**src/rtl/memory_access.sv**
```systemverilog
// Memory-access pipeline stage: issues data-memory loads/stores over a ready
// handshake and presents one registered write-back record per instruction.
module memory_access #(
   parameter logic [31:0] DMEM_BASE = 32'h0010_0000,
   parameter int unsigned DMEM_SIZE = 32768
) (
   input  logic        clk,
   input  logic        reset_n,
   input  logic        in_valid,
   input  logic [31:0] ex_result,
   input  logic [31:0] store_data,
   input  logic [31:0] pc,
   input  logic [1:0]  read_status,
   input  logic [1:0]  write_status,
   input  logic        load_signed,
   input  logic [1:0]  write_back_type,
   input  logic [4:0]  destination_register_number,
   output logic        stall,
   output logic        dmem_req,
   output logic        dmem_we,
   output logic [31:0] dmem_addr,
   output logic [31:0] dmem_wdata,
   output logic [3:0]  dmem_wstrb,
   input  logic        dmem_ready,
   input  logic [31:0] dmem_rdata,
   output logic        wb_valid,
   output logic        wb_enable,
   output logic [4:0]  wb_rd,
   output logic [31:0] wb_value,
   output logic [31:0] wb_pc,
   output logic        wb_fault
);

   localparam logic [31:0] DMEM_END = DMEM_BASE + 32'(DMEM_SIZE) * 32'd4;

   typedef enum logic {IDLE, WAIT} state_t;

   state_t      state_q, state_d;
   logic        req_q, req_d, we_q, we_d;
   logic [31:0] addr_q, addr_d, wdata_q, wdata_d;
   logic [3:0]  wstrb_q, wstrb_d;
   logic        wbv_q, wbv_d, wben_q, wben_d, wbf_q, wbf_d;
   logic [4:0]  wbrd_q, wbrd_d, lrd_q, lrd_d;
   logic [31:0] wbval_q, wbval_d, wbpc_q, wbpc_d, lpc_q, lpc_d;
   logic [1:0]  lsize_q, lsize_d, loff_q, loff_d;
   logic        lsigned_q, lsigned_d;

   logic        mem_op, fault, misalign, out_range;
   logic [1:0]  size, off;
   logic [31:0] st_wdata, shifted, load_val;
   logic [3:0]  st_wstrb;
   logic [7:0]  byte_v;
   logic [15:0] half_v;

   assign mem_op    = (|read_status) || (|write_status);
   assign size      = (|read_status) ? read_status : write_status;
   assign off       = ex_result[1:0];
   assign misalign  = ((size == 2'b10) && off[0]) || ((size == 2'b11) && (off != 2'b00));
   assign out_range = (ex_result < DMEM_BASE) || (ex_result >= DMEM_END);
   assign fault     = ((|read_status) && (|write_status)) || misalign || out_range;

   always_comb begin
      st_wstrb = '0;
      st_wdata = '0;
      case (write_status)
         2'b01: begin st_wstrb = 4'b0001 << off; st_wdata = {4{store_data[7:0]}};  end
         2'b10: begin st_wstrb = 4'b0011 << off; st_wdata = {2{store_data[15:0]}}; end
         2'b11: begin st_wstrb = 4'b1111;        st_wdata = store_data;            end
         default: ;
      endcase
   end

   // Lane extraction uses the offset latched at issue, not the live address.
   assign shifted = dmem_rdata >> {loff_q, 3'b000};
   assign byte_v  = shifted[7:0];
   assign half_v  = loff_q[1] ? dmem_rdata[31:16] : dmem_rdata[15:0];

   always_comb begin
      case (lsize_q)
         2'b01:   load_val = {{24{lsigned_q & byte_v[7]}}, byte_v};
         2'b10:   load_val = {{16{lsigned_q & half_v[15]}}, half_v};
         default: load_val = dmem_rdata;
      endcase
   end

   always_comb begin
      state_d   = state_q;
      req_d     = req_q;
      we_d      = we_q;
      addr_d    = addr_q;
      wdata_d   = wdata_q;
      wstrb_d   = wstrb_q;
      wbv_d     = 1'b0;
      wben_d    = wben_q;
      wbf_d     = wbf_q;
      wbrd_d    = wbrd_q;
      wbval_d   = wbval_q;
      wbpc_d    = wbpc_q;
      lrd_d     = lrd_q;
      lpc_d     = lpc_q;
      lsize_d   = lsize_q;
      loff_d    = loff_q;
      lsigned_d = lsigned_q;
      case (state_q)
         IDLE: begin
            if (in_valid) begin
               if (!mem_op) begin
                  wbv_d  = 1'b1;
                  wbf_d  = 1'b0;
                  wbrd_d = destination_register_number;
                  wbpc_d = pc;
                  wben_d = (write_back_type != 2'b00) && (destination_register_number != 5'd0);
                  case (write_back_type)
                     2'b01:   wbval_d = ex_result;
                     2'b11:   wbval_d = pc + 32'd4;
                     default: wbval_d = '0;
                  endcase
               end else if (fault) begin
                  wbv_d   = 1'b1;
                  wbf_d   = 1'b1;
                  wben_d  = 1'b0;
                  wbval_d = '0;
                  wbrd_d  = destination_register_number;
                  wbpc_d  = pc;
               end else begin
                  state_d   = WAIT;
                  req_d     = 1'b1;
                  we_d      = |write_status;
                  addr_d    = {ex_result[31:2], 2'b00};
                  wstrb_d   = st_wstrb;
                  wdata_d   = st_wdata;
                  lrd_d     = destination_register_number;
                  lpc_d     = pc;
                  lsize_d   = size;
                  loff_d    = off;
                  lsigned_d = load_signed;
               end
            end
         end
         WAIT: begin
            if (dmem_ready) begin
               state_d = IDLE;
               req_d   = 1'b0;
               wbv_d   = 1'b1;
               wbf_d   = 1'b0;
               wbrd_d  = lrd_q;
               wbpc_d  = lpc_q;
               if (we_q) begin
                  wben_d  = 1'b0;
                  wbval_d = '0;
               end else begin
                  wben_d  = (lrd_q != 5'd0);
                  wbval_d = load_val;
               end
            end
         end
         default: state_d = IDLE;
      endcase
   end

   always_ff @(posedge clk) begin
      if (!reset_n) begin
         state_q   <= IDLE;
         req_q     <= 1'b0;
         we_q      <= 1'b0;
         addr_q    <= '0;
         wdata_q   <= '0;
         wstrb_q   <= '0;
         wbv_q     <= 1'b0;
         wben_q    <= 1'b0;
         wbf_q     <= 1'b0;
         wbrd_q    <= '0;
         wbval_q   <= '0;
         wbpc_q    <= '0;
         lrd_q     <= '0;
         lpc_q     <= '0;
         lsize_q   <= '0;
         loff_q    <= '0;
         lsigned_q <= 1'b0;
      end else begin
         state_q   <= state_d;
         req_q     <= req_d;
         we_q      <= we_d;
         addr_q    <= addr_d;
         wdata_q   <= wdata_d;
         wstrb_q   <= wstrb_d;
         wbv_q     <= wbv_d;
         wben_q    <= wben_d;
         wbf_q     <= wbf_d;
         wbrd_q    <= wbrd_d;
         wbval_q   <= wbval_d;
         wbpc_q    <= wbpc_d;
         lrd_q     <= lrd_d;
         lpc_q     <= lpc_d;
         lsize_q   <= lsize_d;
         loff_q    <= loff_d;
         lsigned_q <= lsigned_d;
      end
   end

   assign stall      = (state_q == WAIT) && !dmem_ready;
   assign dmem_req   = req_q;
   assign dmem_we    = we_q;
   assign dmem_addr  = addr_q;
   assign dmem_wdata = wdata_q;
   assign dmem_wstrb = wstrb_q;
   assign wb_valid   = wbv_q;
   assign wb_enable  = wben_q;
   assign wb_rd      = wbrd_q;
   assign wb_value   = wbval_q;
   assign wb_pc      = wbpc_q;
   assign wb_fault   = wbf_q;

endmodule

```
**config.mk**
```make
export PLATFORM = sky130hd
export DESIGN_NAME = memory_access
export DESIGN_NICKNAME = d
export VERILOG_FILES = /design/src/rtl/memory_access.sv
export SDC_FILE = /design/constraint.sdc
export NUM_CORES = 1
export LEC_CHECK = 0
export CAP_MARGIN = 25
export CORE_ASPECT_RATIO = 0.5
export CORE_MARGIN = 8
export CORE_UTILIZATION = 35
export CTS_CLUSTER_DIAMETER = 150
export DETAILED_ROUTE_END_ITERATION = 6
export PLACE_DENSITY = 0.71
export REMOVE_ABC_BUFFERS = 1
export SETUP_SLACK_MARGIN = 0.15
export SKIP_LAST_GASP = 1
export SLEW_MARGIN = 30
export SYNTH_ARGS = -nofsm -noshare
export SYNTH_HDL_FRONTEND = slang
export SYNTH_SLANG_ARGS = --single-unit
```
**constraint.sdc**
```tcl
create_clock -name clk -period 2 [get_ports clk]
set_input_delay 0.4 -clock clk [delete_from_list [all_inputs] [get_ports clk]]
set_output_delay 0.4 -clock clk [all_outputs]
set_load 0.05 [all_outputs]
```
* Yosys cells after proc, flatten, opt, wreduce, memory -nomap -nowiden
Cells that the tools add are included.
Widths: inputs -> output; s select.
** Storage, ports and cells
- Input bits :: 144
- Output and inout port bits :: 143
- Flip-flop bits (word level) :: 183
** Operators by class
- Reductions and logical operators :: 20
- $lt $le $gt $ge :: 2
- Eq/ne operators :: 14
- Shift operators :: 3
- Mux-type cells :: 47
- Bitwise gates (word level) :: 4
- Add/sub/neg operators :: 1
** Operators by type and width (count)
- $mux 32 :: 9
- $pmux 32 s2 :: 4
- $pmux 32 s3 :: 1
- $add 32x3->32 const B :: 1
- $ge 32x21->1 const B :: 1
- $lt 32x21->1 const B :: 1
- $shr 32x5->8 :: 1
- $mux 1 :: 20
- $mux 5 :: 4
- $mux 16 :: 1
- $eq 2x2->1 const B :: 6
- $pmux 4 s3 :: 1
- $pmux 1 s2 :: 5
- $pmux 5 s2 :: 1
- $reduce_bool 5->1 :: 2
- $ne 2x2->1 const B :: 4
- $reduce_and 4->1 :: 2
- $eq 2x1->1 const B :: 3
- $logic_and 1x1->1 :: 5
- $logic_or 1x1->1 :: 5
- $reduce_bool 2->1 :: 2
- $reduce_or 2->1 :: 2
- $shl 1x2->4 const A :: 1
- $shl 2x2->4 const A :: 1
- 6 further kinds :: 8

* Logic depth before layout (Yosys ltp)
Gate-level depths: netlist (run 1).
- Word-level depth :: 11
- Mapped depth :: 9
- Gate-level depth less buffers :: 7

* Least setup slack after synthesis (run 1)
Ideal clock, no wire load.
- Path type :: input -> register
- Start :: input write_status[0]
- End :: register wdata_q[3] (netlist: dmem_wdata[3])
- Data arrival time :: 2023 ps
- Stages :: 8
- Path buffers :: 2
- Setup time :: 70 ps
- Path slack :: -94 ps
- Cells stage by stage :: inv_1 -> ha_1 -> buf_2 -> nor4_4 -> a21oi_2 -> buf_2 -> or4_1 -> a21oi_1
** Between the ends
- Cells in the longest elaborated chain, start to end :: 8
** RTL lines
- start: declaration :: RTL line 14 : input logic [1:0] write_status,
- $mux 2 :: RTL line 56 : assign size = (|read_status) ? read_status : write_status;
- $eq 2x2->1 :: RTL line 58 : assign misalign = ((size == 2'b10) && off[0]) || ((size == 2'b11) && (off != 2'b00));
- $logic_and 1x1->1 :: RTL line 58
- $logic_or 1x1->1 :: RTL line 58
- $logic_or 1x1->1 (2 in a row) :: RTL line 60 : assign fault = ((|read_status) && (|write_status)) || misalign || out_range;
- $not 1->1 (no line)
- $reduce_and 4->1 (no line)
- end signal: assignment :: RTL line 185 : wdata_q <= wdata_d;
- end: declaration :: RTL line 40 : logic [31:0] addr_q, addr_d, wdata_q, wdata_d;
Parallel ways exist; a longest one is shown, timed or not.
A chain may end at the register's enable or synchronous reset.

* Worst setup path after layout (run 1)
- Start :: input ex_result[31]
- End :: register wdata_q[1] (netlist: dmem_wdata[1])
** Between the ends
- Cells in the longest elaborated chain, start to end :: 5
** RTL lines
- start: declaration :: RTL line 10 : input logic [31:0] ex_result,
- $lt 32x21->1 or $ge 32x21->1 (tied branches) :: RTL line 59 : assign out_range = (ex_result < DMEM_BASE) || (ex_result >= DMEM_END);
- $logic_or 1x1->1 * :: RTL line 59
- $logic_or 1x1->1 * :: RTL line 60
- $not 1->1 (no line) *
- $reduce_and 4->1 (no line) *
Mark *: on every way between the ends. The rest lies on a longest branch, timed or not.

==> impl_metrics.tcl, run 1 <==
set metrics [dict create \
    hp-class "in2reg" \
    tns_ns 0 \
    relSlewSlack_pct 59.2 \
    ir_worst_vdd_uv 665 \
    yosysWarnings 0 \
    hold-worst-slack_ns 0.264 \
    criticalPathCategory "in2reg" \
    start_util_pct 35.3 \
    synth_area_um2 10200 \
    cts_tree "done" \
    clk_latency_ns 0.46 \
    dieArea_um2 35200 \
    drc 0 \
    cts.sinks 183 \
    ys_ff_latch 183 \
    ant_nets 0 \
    outcome "complete, no violations" \
    p_leak_nw 6.28 \
    critPathRequiredTime_ns 2.40 \
    min_from "ex_result[17]" \
    grt_pass1_wl_um 72100 \
    dp.cells 1923 \
    tightestPinTransition_ns 0.614 \
    hold_viol 0 \
    endpoint "dmem_wdata[1]" \
    clkSlewWorstSetupHoldPaths_ns 0.08 \
    drt_iter0_markers 1469 \
    grtUsageTotal_pct 25.8 \
    synth-edff-count 0 \
    endpoint_kind "flop" \
    synth_area_leader_cell "dfxtp_1" \
    fin_skew_ns 0.00918 \
    root_buffer "clkbuf_16" \
    die_w_um 257 \
    rrSetupSlack_ns 0.17 \
    async_flop_share_pct 0 \
    grt_max_degree 58 \
    min_period_ns 1.89 \
    synth_area_leaders "dfxtp_1, o31ai_1, a21oi_1" \
    fin_crit_sh_pct 94.6 \
    io_pins 287 \
    slew_viol_final 0 \
    worstReg2RegEnd "wb_value[29]" \
    numCtsBuffers 17 \
    num_vias 12300 \
    port_buffers 284 \
    hpwl_um 34600 \
    syn_to_final_growth_pct 58.3 \
    first_global_vias 12200 \
    gp_congestion 0.972 \
    rows 44 \
    htreeDepth 4 \
    grt.overflow.total 0 \
    yosysTopAreaCellShare_pct 35.9 \
    startpoint_type "input pin" \
    cts_buffer_depth 2 \
    synth_cells 1220 \
    max_freq_mhz 528 \
    routedWlPerCell_um 24.3 \
    drive_above_1_share_pct 29.8 \
    ctsHoldBuffers 0 \
    synth-seq-area-share_pct 35.9 \
    nets 1742 \
    hold_depth 3 \
    finalSetupViolations 0 \
    vias_per_cell 6.17 \
    worstPathMaxFanout 8 \
    drv_cap 0 \
    r2r_cells 5 \
    crit_path_start "ex_result[31]" \
    wl_um 48500 \
    rsz0062_at_grt "true" \
    fin_cells 1995 \
    die_y_um 137 \
    power_density_nw_per_um2 597 \
    antenna_found_initial 1 \
    core_um2 28800 \
    synthDistinctLibCells 70 \
    arrival_ns 2.29 \
    finalPower_mw 9.63 \
    ys.flop_type "dfxtp_1" \
    firstDrtPassIters 6 \
    reg2reg_from "state_q" \
    synth.avg_cell_area_um2 8.35 \
]
-- kinds of logic (layout without fill, tap and decap cells) --
logic type | Yosys count | in the layout | share of synthesized area [%]
adder cells (fa/ha/maj) | 8 | 8 | 0.982
other | 1 | 3 | 0.0368
buffers and inverters | 178 | 558 | 7.75
AND/OR/NAND/NOR | 354 | 354 | 20.0
flip-flops | 183 | 183 | 35.9
AO/OA/AOI/OAI | 430 | 432 | 28.8
multiplexers | 54 | 54 | 5.46
XOR/XNOR | 12 | 12 | 1.03
-- state kept, by name (all words and copies together) (netlist names), 2 cells and up --
register,flops
lpc_q,32
loff_q,2
dmem_wdata,32
wb_value,32
wb_rd,5
lsize_q,2
wb_pc,32
dmem_wstrb,4
lrd_q,5
dmem_addr,30
-- per-stage QoR --
| step | instance area, µm² | util (%) | setup WS [ns] |
|---|---|---|---|
| floorplan | 9480 | - | -4.23 |
| finish | 16100 | 55.9 | 0.107 |
| CTS | 15700 | 54.4 | 0.151 |
| detailed placement | 14400 | 50.0 | -0.872 |
| global route | 16100 | 55.9 | 0.0812 |
| global placement | 14400 | 50.0 | -0.860 |
-- report_power, final --
group	leakage [nW]	switching [mW]	internal [mW]	total [mW]
registers	1.49	0.0695	3.74	3.81
logic	4.51	1.37	0.888	2.26
clock network	0.276	1.64	1.92	3.56
-- how the worst min path moves through the flow --
stage | end | slack [ns]
finish | wb_value[17] | 0.26
global route | wb_value[17] | 0.27
CTS | lpc_q[27] | 0.27
detailed placement | lpc_q[29] | 0.46
global placement | lpc_q[15] | 0.45
floorplan | lpc_q[0] | 0.44
-- per-layer routing --
layer	vias up	track usage [%]	share of wire [%]	wire, µm
met4	0	12.8	4.6	2240
li1	5497	-	-	-
met5	-	0	0	0
met3	138	4.12	6.6	3180
met1	6058	30.1	39	18700
met2	624	46.2	50	24400
-- cell usage in the layout (no fill, tap or decap), types with 31 or more instances in the layout --
master	n
buf_4	231
dfxtp_1	180
a21oi_1	120
dlygate4sd2_1	102
clkdlybuf4s50_1	97
nand4_1	92
o31ai_1	59
nor2_1	54
nand2_1	46
mux2i_1	41
nor4_1	40
a211oi_1	35
a31oi_1	31
-- synthesized netlist by cell type (11+ instances only) --
cell type / count
nor2_1: 55
mux2i_1: 41
and3_1: 19
nand4_1: 92
a21oi_1: 124
inv_1: 17
o21ai_0: 25
nand3_1: 22
o41ai_1: 32
dfxtp_1: 183
buf_2: 43
buf_1: 11
a22oi_1: 22
and2_1: 11
a211oi_1: 40
nand2b_1: 12
mux2_2: 13
nand2_1: 46
a31oi_1: 31
nor4_1: 47
clkbuf_1: 93
o31ai_1: 92
-- critical path, cell delays in order --
cell and delay (ns):
buf_4 0.13, nor4b_4 0.28, nand4_1 0.17, buf_4 0.19
or2_4 0.32, buf_12 0.17, or4_4 0.48, a21oi_2 0.14
-- timing repair --
action	CTS	global route
setup endpoints to repair	267	102
cloned	7	2
gates resized for setup	246	87
endpoints found under the hold margin	0	0
pin swaps	29	26
setup buffers	27	3
-- area by class of cell --
type | instances | area, µm²
multi-input combinational | 862 | 6540
clock inverter | 12 | 141
timing repair buffer | 507 | 4770
antenna | 1 | 2.50
tap | 391 | 489
clock buffer | 20 | 457
sequential | 183 | 3670
fill | 2600 | 12700
inverter | 19 | 75.1
No activity file was read; power rests on OpenSTA's default activity.
==> run 2: changes to the inputs <==
--- a/config.mk
+++ b/config.mk
@@ -7,7 +7,7 @@
 export LEC_CHECK = 0
 export CAP_MARGIN = 25
 export CORE_ASPECT_RATIO = 0.5
-export CORE_MARGIN = 8
+export CORE_MARGIN = 2
 export CORE_UTILIZATION = 35
 export CTS_CLUSTER_DIAMETER = 150
 export DETAILED_ROUTE_END_ITERATION = 6
==> run 2 against run 1 <==
Against the previous run: register-to-register slack barely moved; wire length shrank 2.6%; count of clock-buffer cells in the layout unchanged; sequential power about the same; first-iteration DRC count shrank 8.6%; critical path type is now reg2reg; setup slack better by 0.049 ns; maximum frequency is 2.6% higher; non-clock buffer count is 15 higher; combinational power grew 6%; sequential share of layout area decreased by 0.48 points; largest power group unchanged; critical path depth unchanged; global-route usage rose by 4.1 points; highest routed layer unchanged.
==> impl_metrics.tcl, run 2 (synthesis results as in run 1) <==
set metrics [dict create \
    start_util_pct 35.4 \
    ant_nets 0 \
    rsz0062_at_grt "true" \
    drv_cap 0 \
    grt_pass1_wl_um 71700 \
    seq_power_share_pct 39.0 \
    dieArea_um2 30600 \
    htreeDepth 4 \
    final_common_cell "buf_4" \
    p_sw_mw 3.07 \
    min_period_ns 1.84 \
    max_freq_mhz 542 \
    power_frac_clock_pct 36.6 \
    grt_max_degree 46 \
    rows 44 \
    vias_per_cell 6.20 \
    firstDrtPassIters 6 \
    cts.sinks 183 \
    io_pins 287 \
    nets 1756 \
    critPathRequiredTime_ns 2.32 \
    worstPathMaxFanout 16 \
    clk_latency_ns 0.46 \
    wl_um 47300 \
    arrival_ns 2.17 \
    clkSlewWorstSetupHoldPaths_ns 0.07 \
    root_buffer "clkbuf_16" \
    num_vias 12500 \
    hp-class "in2reg" \
    relSlewSlack_pct 62.6 \
    final_cell_mix "buf_4, dfxtp_1, a21oi_1" \
    antenna_found_initial 1 \
    p_comb_share_pct 24.4 \
    hold-worst-slack_ns 0.252 \
    endpoint_kind "flop" \
    hpwl_um 32900 \
    tns_ns 0 \
    drt_iter0_markers 1342 \
    cts_tree "done" \
    hold_viol 0 \
    fin_area_um2 16500 \
    core_um2 28800 \
    fillerInstances 2522 \
    power_density_nw_per_um2 594 \
    die_y_um 125 \
    finalSetupViolations 0 \
    criticalPathCategory "reg2reg" \
    port_buffers 284 \
    routedWlPerCell_um 23.5 \
    dpl_cell_area_um2 14500 \
    drc 0 \
    finalPower_mw 9.79 \
    startpoint_type "flop" \
    outcome "complete, no violations" \
    drive_above_1_share_pct 30.1 \
    sw_frac_of_total_pct 31.4 \
    fin_util_pct 57.2 \
    slew_viol_final 0 \
    grtUsageTotal_pct 29.9 \
    internal_power_mw 6.71 \
    numCtsBuffers 17 \
    tightestPinTransition_ns 0.561 \
    cts_buffer_depth 2 \
    ir_worst_vdd_uv 579 \
    gp_congestion 0.973 \
    fin_crit_sh_pct 92.2 \
    first_global_vias 12000 \
    fin_skew_ns 0.0102 \
    grt.overflow.total 0 \
    p_leak_nw 6.41 \
    die_w_um 245 \
    syn_to_final_growth_pct 61.7 \
]
[run 2: cell count changes in the layout (fill, tap and decap cells not counted), moves of 6 or more]
cell / delta
a211oi_1: -10
a211oi_2: +10
buf_2: -10
buf_4: -6
buf_6: +9
clkbuf_2: +9
dlygate4sd2_1: +6
o41ai_2: -6
[run 2: power by group through the flow]
stage               clock network, mW  logic, mW  registers (mW)
floorplan                           0      0.556            4.22
global placement                    0       2.05            3.89
detailed placement                  0       2.07            3.89
CTS                              3.59       2.25            3.81
global route                     3.74       2.48            3.82
finish                           3.58       2.39            3.82
[run 2: per-stage QoR]
stage	setup slack, ns	instances
after detailed placement	-0.801	1924
final	0.156	2009
after global placement	-0.787	1924
after floorplan	-4.23	1062
after global routing	0.0874	2009
after CTS	0.143	1998
[run 2: what timing repair did]
item                       CTS  global route
pin swaps                   49            24
hold buffers                 0             0
cloned                      10             2
buffers inserted            32             8
gates resized for setup    264            98
setup endpoints to repair  276           168
[run 2: cell type report]
cell class              count  area (µm²)  area share, %
multi-input cells         861        6590           40.0
repair buffers            522        5040           30.6
flip-flops and latches    183        3670           22.3
well taps                 391         489           2.97
clock buffers              20         437           2.65
clock inverters            12         166           1.01
inverters                  19        81.3          0.494
diodes                      1        2.50         0.0152
[run 2: routing by layer]
| metal | part of all wire, % | vias to the layer above | GRT usage, % |
|---|---|---|---|
| li1 | - | 5548 | - |
| met5 | 0 | - | 0 |
| met4 | 3.8 | 0 | 12.7 |
| met2 | 48 | 729 | 49.2 |
| met1 | 41 | 6057 | 38.8 |
| met3 | 7.7 | 130 | 5.13 |
[run 2: worst max-delay path, cell delays in order (launching register included)]
cell	delay, ns
dfxtp_2	0.36
inv_1	0.05
ha_1	0.19
and2_1	0.18
o211ai_1	0.22
a21boi_2	0.11
buf_12	0.16
a222oi_1	0.31
a21oi_1	0.13
[run 2: final timing paths]
| path | from | endpoint | slack [ns] | cells past startpoint |
|---|---|---|---|---|
| worst max-delay path | lsize_q[1] | wb_value[18] | 0.16 | 8 |
| worst min-delay path | ex_result[17] | wb_value[17] | 0.25 | 3 |
| worst max register to register | lsize_q[1] | wb_value[18] | 0.16 | 8 |
| worst min register to register | dmem_addr[13] | dmem_addr[13] | 0.47 | 2 |
